`src/rtl/regfile_pkg.sv`:
```
// regfile_pkg: shared constants and types for the register-file write-port
// controller.
//   NUM_REGS  : number of registers written by the initialization sweep
//   REG_IDX_W : width of a register index
//   DATA_W    : register data width
//   SP_INDEX  : stack-pointer register index
//   SP_INIT   : stack-pointer initial value (only used when the macro
//               REGFILE_SP_INIT_EN is defined)
//   state_t   : controller FSM states (INIT sweep, RUN arbitration)
package regfile_pkg;

  localparam int          NUM_REGS  = 32;
  localparam int          REG_IDX_W = 5;
  localparam int          DATA_W    = 32;
  localparam int          SP_INDEX  = 29;
  localparam logic [31:0] SP_INIT   = 32'h0000_0FFC;

  typedef enum logic {
    INIT,
    RUN
  } state_t;

endpackage

```
`src/rtl/regfile_write_ctrl_arb.sv`:
```
// rr_arb2: two-requester round-robin arbiter.
//   clk, reset : clock, asynchronous active-low reset
//   req[1:0]   : request vector, bit 0 = requester A, bit 1 = requester B
//   advance    : a contested grant was taken this cycle; hand priority over
//   grant[1:0] : one-hot grant, combinational from req and the pointer
// The pointer names the requester that wins the next contested cycle and
// starts at A after reset.
module rr_arb2 (
  input  logic       clk,
  input  logic       reset,
  input  logic [1:0] req,
  input  logic       advance,
  output logic [1:0] grant
);

  logic ptr_b;

  // An uncontested request is granted outright; a contested one goes to
  // whichever requester the pointer favours.
  always_comb begin
    grant = 2'b00;
    if (req == 2'b11) begin
      grant = ptr_b ? 2'b10 : 2'b01;
    end else begin
      grant = req;
    end
  end

  // Priority flips only after a contested grant, so a lone requester never
  // steals the turn of the other one.
  always_ff @(posedge clk or negedge reset) begin
    if (!reset) begin
      ptr_b <= 1'b0;
    end else if (advance) begin
      ptr_b <= ~ptr_b;
    end
  end

endmodule

```
`src/rtl/regfile_write_ctrl.sv`:
```
// regfile_write_ctrl: owner of the register file's single write port.
// After reset it sweeps every register (writing zero, or SP_INIT into the
// stack pointer when REGFILE_SP_INIT_EN is defined), then arbitrates the
// port round-robin between writeback requesters A (ALU) and B (load data).
//   clk, reset            : clock, asynchronous active-low reset
//   a_valid/a_reg/a_data  : requester A write request
//   a_ready               : requester A accepted this cycle
//   b_valid/b_reg/b_data  : requester B write request
//   b_ready               : requester B accepted this cycle
//   regW/writeReg/writeData : registered register-file write port
//   init_busy             : high while the initialization sweep runs
// Optional feature macro: REGFILE_SP_INIT_EN.
module regfile_write_ctrl #(
  parameter int NUM_REGS = regfile_pkg::NUM_REGS,
  parameter int DATA_W   = regfile_pkg::DATA_W
`ifdef REGFILE_SP_INIT_EN
  ,
  parameter int                SP_INDEX = regfile_pkg::SP_INDEX,
  parameter logic [DATA_W-1:0] SP_INIT  = DATA_W'(regfile_pkg::SP_INIT)
`endif
) (
  input  logic                          clk,
  input  logic                          reset,
  input  logic                          a_valid,
  output logic                          a_ready,
  input  logic [regfile_pkg::REG_IDX_W-1:0] a_reg,
  input  logic [DATA_W-1:0]             a_data,
  input  logic                          b_valid,
  output logic                          b_ready,
  input  logic [regfile_pkg::REG_IDX_W-1:0] b_reg,
  input  logic [DATA_W-1:0]             b_data,
  output logic                          regW,
  output logic [regfile_pkg::REG_IDX_W-1:0] writeReg,
  output logic [DATA_W-1:0]             writeData,
  output logic                          init_busy
);

  import regfile_pkg::*;

  state_t               state;
  state_t               next_state;
  logic [REG_IDX_W-1:0] idx;
  logic                 sweep_last;
  logic [DATA_W-1:0]    sweep_data;
  logic [1:0]           req;
  logic [1:0]           grant;
  logic                 a_xfer;
  logic                 b_xfer;

  assign sweep_last = (idx == REG_IDX_W'(NUM_REGS - 1));
  assign init_busy  = (state == INIT);

  // Requests are masked during the sweep so nothing is granted until RUN.
  assign req = (state == RUN) ? {b_valid, a_valid} : 2'b00;

  rr_arb2 u_arb (
    .clk     (clk),
    .reset   (reset),
    .req     (req),
    .advance (&req),
    .grant   (grant)
  );

  // Value written to the register currently addressed by the sweep.
`ifdef REGFILE_SP_INIT_EN
  assign sweep_data = (idx == REG_IDX_W'(SP_INDEX)) ? SP_INIT : '0;
`else
  assign sweep_data = '0;
`endif

  assign a_xfer = a_valid && a_ready;
  assign b_xfer = b_valid && b_ready;

  // State register.
  always_ff @(posedge clk or negedge reset) begin
    if (!reset) begin
      state <= INIT;
    end else begin
      state <= next_state;
    end
  end

  // Next state and handshake readies; readies only ever assert in RUN.
  always_comb begin
    next_state = state;
    a_ready    = 1'b0;
    b_ready    = 1'b0;
    case (state)
      INIT: begin
        if (sweep_last) begin
          next_state = RUN;
        end
      end
      RUN: begin
        a_ready = grant[0];
        b_ready = grant[1];
      end
      default: next_state = INIT;
    endcase
  end

  // Sweep counter and the registered write port. Writes to register 0 are
  // accepted but never enabled, which keeps register 0 at zero; idle RUN
  // cycles drop regW and leave index/data as they were.
  always_ff @(posedge clk or negedge reset) begin
    if (!reset) begin
      idx       <= '0;
      regW      <= 1'b0;
      writeReg  <= '0;
      writeData <= '0;
    end else begin
      case (state)
        INIT: begin
          regW      <= 1'b1;
          writeReg  <= idx;
          writeData <= sweep_data;
          idx       <= sweep_last ? '0 : idx + 1'b1;
        end
        RUN: begin
          if (a_xfer) begin
            regW      <= (a_reg != '0);
            writeReg  <= a_reg;
            writeData <= a_data;
          end else if (b_xfer) begin
            regW      <= (b_reg != '0);
            writeReg  <= b_reg;
            writeData <= b_data;
          end else begin
            regW <= 1'b0;
          end
        end
        default: regW <= 1'b0;
      endcase
    end
  end

endmodule

```
`config.mk`:
```
export PLATFORM = sky130hd
export DESIGN_NAME = regfile_write_ctrl
export DESIGN_NICKNAME = d
export VERILOG_FILES = /design/src/rtl/regfile_pkg.sv /design/src/rtl/regfile_write_ctrl_arb.sv /design/src/rtl/regfile_write_ctrl.sv
export SDC_FILE = /design/constraint.sdc
export NUM_CORES = 1
export LEC_CHECK = 0
export BUFFER_PORTS_ARGS = -buffer_cell sky130_fd_sc_hd__buf_4
export CAP_MARGIN = 20
export CORE_MARGIN = 3
export CORE_UTILIZATION = 30
export DETAILED_ROUTE_END_ITERATION = 7
export SLEW_MARGIN = 20
export SYNTH_ARGS = -nofsm -noshare
export SYNTH_HDL_FRONTEND = slang
export SYNTH_SLANG_ARGS = --single-unit
```
`constraint.sdc`:
```
create_clock -name clk -period 1.6 [get_ports clk]
set_input_delay 0.16 -clock clk [delete_from_list [all_inputs] [get_ports clk]]
set_output_delay 0.16 -clock clk [all_outputs]
set_load 0.005 [all_outputs]
```
* Yosys cells after proc, flatten, opt, wreduce, memory -nomap -nowiden
Index checks and enable logic that the tools add are counted.
Storage, ports and cells: bits in registers 45, input bits 78, output and inout bits 41, logic and storage cells 34
Cells by class: add/subtract/negate cells 1, equal/unequal tests 3, muxes and demuxes 17, bitwise operators 2, reduce and logical (&&, ||, !) cells 5
Operators with widths (count):
- $mux W32 | 2
- $pmux W32 S2 | 1
- $mux W5 | 3
- $pmux W5 S2 | 1
- $reduce_bool A5 Y1 | 2
- $mux W1 | 6
- $mux W2 | 3
- $add A5 B1 Y5 const B | 1
- $eq A5 B5 Y1 const B | 1
- $ne A3 B1 Y1 const B | 1
- $eq A2 B2 Y1 const B | 1
- $logic_and A1 B1 Y1 | 2
- $not A1 Y1 | 2
- $pmux W1 S2 | 1
- $reduce_and A2 Y1 | 1

* Longest topological paths before layout
depth in word-level cells 8, gate-level depth with buffers 6, gate-level depth less buffers 6

* Modules after synthesis
From an unflattened synthesis, not the netlist that was laid out.
Unflattened totals: cell total of the unflattened synthesis 186, area total of the unflattened synthesis 2260.9 um^2
By module, submodules not included:
- regfile_write_ctrl | times used 1, cells each 181, area each 2208.4 um^2
- rr_arb2 | times used 1, cells each 5, area each 52.6 um^2

* Worst setup path before layout
OpenSTA, ideal clock, no wires.
kind reg-to-reg, from reg idx[0], to reg idx[3], arrival time 1.350 ns, data required time 1.517 ns, setup slack 0.167 ns, cell stages (with the launch flop) 7, path through dfrtp_1 > ha_1 > and3_1 > ha_1 > nor2_1 > nand4_1 > o21ai_0
On the way: longest elaborated chain between the ends 2, elaborated cells on any way between the ends 3, those cells by class 1 x add/sub; 1 x eq/ne; 1 x mux
Ends and longest elaborated chain:
- start, declared | line regfile_write_ctrl.sv:42 | logic [REG_IDX_W-1:0] idx;
- start signal, assigned | line regfile_write_ctrl.sv:117 | idx <= sweep_last ? '0 : idx + 1'b1;
- $add A5 B1 Y5 or $eq A5 B5 Y1 (tied branches) | line regfile_write_ctrl.sv:117, regfile_write_ctrl.sv:50
- $mux W5 * | line regfile_write_ctrl.sv:117
Mark *: on every way between the ends. The rest lies on a longest branch, timed or not. A chain may end at the register's enable or synchronous reset.

* Worst setup path in the final report
from reg idx[0], to reg idx[0]
The elaborated chain is that of the path after synthesis.

==> impl_results.md <==
- Vias in the first global route: 2256
- Pin count of the biggest net entering global routing: 46
- Initial DRC Count: 80
- Setup CP Type: flop to flop
- Pre-antenna DRT Iters: 4
- CTS tree: yes
- Syn avg cell area: 9.133 sq um
- Flops & latches, synth: 45
- Post-route setup TNS: 0 ps
- Die area: 0.008498 sq mm
- Starting density of the core: 31.92%
- Clock slew at reported path FFs: 80 ps
- Hold endpoint: writeData[30]
- Routed len/inst: 14.28 um
- Worst hold path depth: 3
- Max Cap Viol: 0
- Latest clock arrival within the worst-skew pair: 290 ps
- Max-slew violation count: 0
- Startpoint Class: flop
- Residual DRC: 0
- Syn-to-layout area delta: 49.80%
- Die Ht: 92.19 um
- Clock buffer depth: 2
- Max Fanout on Critical Path: 4
- Worst-margin pin slew: 578.7 ps
- WP data required: 1820 ps
- Tmin final: 1488 ps
- Fill cells: 700
- CTS H-Tree Depth: 2
- Static leakage: 0.001598 uW
- CTS buffer count: 5
- Worst reg2reg startpoint: idx[0]
- Via density: 5.020
- Slew headroom: 61.42%
- Status: complete, no violations
- R2r setup slk: 110 ps
- Critical path endpoint category: flop
- Peak VDD IR: 0.3453 mV
- TritonCTS Sinks: 45
- Vias: 2294
- Worst R2R Path Depth: 5
- Core area: 0.006982 sq mm
- Nets: 440
- Synth Warn #: 0
- Routed WL: 6.526 mm
- Antenna Nets Post-Route: 0
- Initial antenna violation count: 0
- GRT overflow: 0
- Worst Min Path Start: a_data[30]
- Num rows: 30
- Mapped Nets: 324
- First-pass GRT wire length: 10.78 mm
- PortBufs: 118
- Final setup fails: 0
- Setup Skew: 7.744 ps
- Final GP Congestion: 0.7294
- Reg-to-Reg End: idx[0]
- Final hold vios: 0
- Power density over the cells: 935.1 mW/mm^2
- CTS root buf: clkbuf_8
- DP HPWL: 4.819 mm
- CP arrival: 1700 ps
- Netlist cell types: 27
- Synth Cell Area: 0.002228 sq mm
- Layout cells sized above 1: 40.44%
- Post-layout util: 47.81%
- Sequential area share after synthesis: 50.53%
- Final period utilization: 92.98%
- Horiz. Die Dim: 92.19 um
- Syn Inst Count: 244
- N_diodes: 0
- GRT Overall Usage: 15.64%
- Hold crit path type: primary input to flop
- Num ports: 119
- Peak Freq: 672.2 MHz
- RSZ-0062 raised after global routing: false
## power by group
group / switching, uW / total, uW / internal [uW]
combinational: 422 / 979 / 557
clock: 368 / 721 / 353
sequential: 103 / 1420 / 1320
## sequential cells by signal (all words and copies together), names as in the netlist
signal,cells
state,1
writeReg,5
regW,1
writeData,32
u_arb.ptr_b,1
idx,5
## metrics by stage
step           hold slack, ps  cells  power (uW)  setup WS [ps]  cell area [sq um]
2_1_floorplan          -135.6    244        1854          167.5               2228
3_3_place_gp            204.2    445        2407          116.4               3191
3_5_place_dp            206.7    445        2417          33.71               3191
4_1_cts                 129.5    455        3187          26.64               3308
5_1_grt                 140.6    457        3343          8.119               3338
6_report                142.3    457        3121          112.3               3338
## metal layers
layer,GRT usage (%),share of wire [%]
met2,24.57,47
met1,20.36,43
met4,5.198,1.4
met3,5.004,8.1
met5,0,0
## worst max-delay path by stage
stage	cells after the start	startpoint	slack (ps)	endpoint
floorplan	6	idx[0]	170	idx[3]
global placement	6	idx[0]	120	idx[3]
detailed placement	6	idx[0]	30	idx[3]
CTS	6	idx[0]	30	idx[3]
global route	5	idx[0]	8	idx[0]
finish	5	idx[0]	110	idx[0]
## synth_stat cells (all sizes together)
cell type	number	area, sq um
nand2	3	11.26
a22oi	4	30.03
o211ai	1	7.510
a21bo	1	10.01
mux2i	5	50.05
nor2	35	131.4
dfrtp	45	1126
buf	12	87.58
a21boi	1	11.26
mux2	2	22.52
or3b	1	8.760
or4	2	15.01
and3	2	12.51
ha	2	25.02
nor3b	1	7.510
clkbuf	10	37.54
nand4	1	6.260
nand3	66	330.3
xnor2	1	8.760
a31oi	33	206.5
or3	1	6.260
nand2b	1	6.260
o21ai	10	50.05
inv	3	11.26
o221ai	1	8.760
## kinds of logic (layout without fill, tap and decap cells)
logic type | after synthesis | after routing | synth area share, %
DFF | 45 | 45 | 50.53
xor gates and xnor gates | 1 | 1 | 0.3931
muxes | 7 | 7 | 3.257
buffers and inverters | 25 | 142 | 6.120
and+or+nand+nor | 113 | 113 | 24.03
adders and majority gates | 2 | 2 | 1.123
AOI/OAI and AO/OA | 51 | 51 | 14.54
## area by class of cell
cell class | instances | area (sq um) | area share, %
Timing Repair Buffer | 131 | 1006 | 30.13
Clock buffer | 8 | 90.09 | 2.699
Multi-Input combinational cell | 174 | 979.7 | 29.35
Tap cell | 96 | 120.1 | 3.598
Sequential cell | 45 | 1127 | 33.77
Inverter | 3 | 15.01 | 0.4498
## what timing repair did
item	4_1_cts	5_1_grt
endpoints found under the hold margin	45	0
setup endpoints to repair	1	4
hold buffers	1	0
setup buffers	1	3
resized for setup	2	5
gates cloned	0	0
## critical path: stages (launching register included)
cell	delay, ps
dfrtp_1	420
ha_1	240
and3_1	190
ha_2	190
or3_1	300
o21ai_0	80
## layout by cell type (no fill, tap or decap), drive strengths merged
cell and count:
or4 2, ha 2, nor3b 1, o21ai 10, a21bo 1, o221ai 1
clkbuf 8, nand2b 1, nand2 3, or3 1, xnor2 1, mux2 2
nor2 35, mux2i 5, nand3 66, inv 2, buf 130, a21boi 1
clkinvlp 1, or3b 1, o211ai 1, dfrtp 45, nand4 1, a22oi 4
dlygate4sd3 1, and3 2, a31oi 33
(Power assumes the default switching activity.)
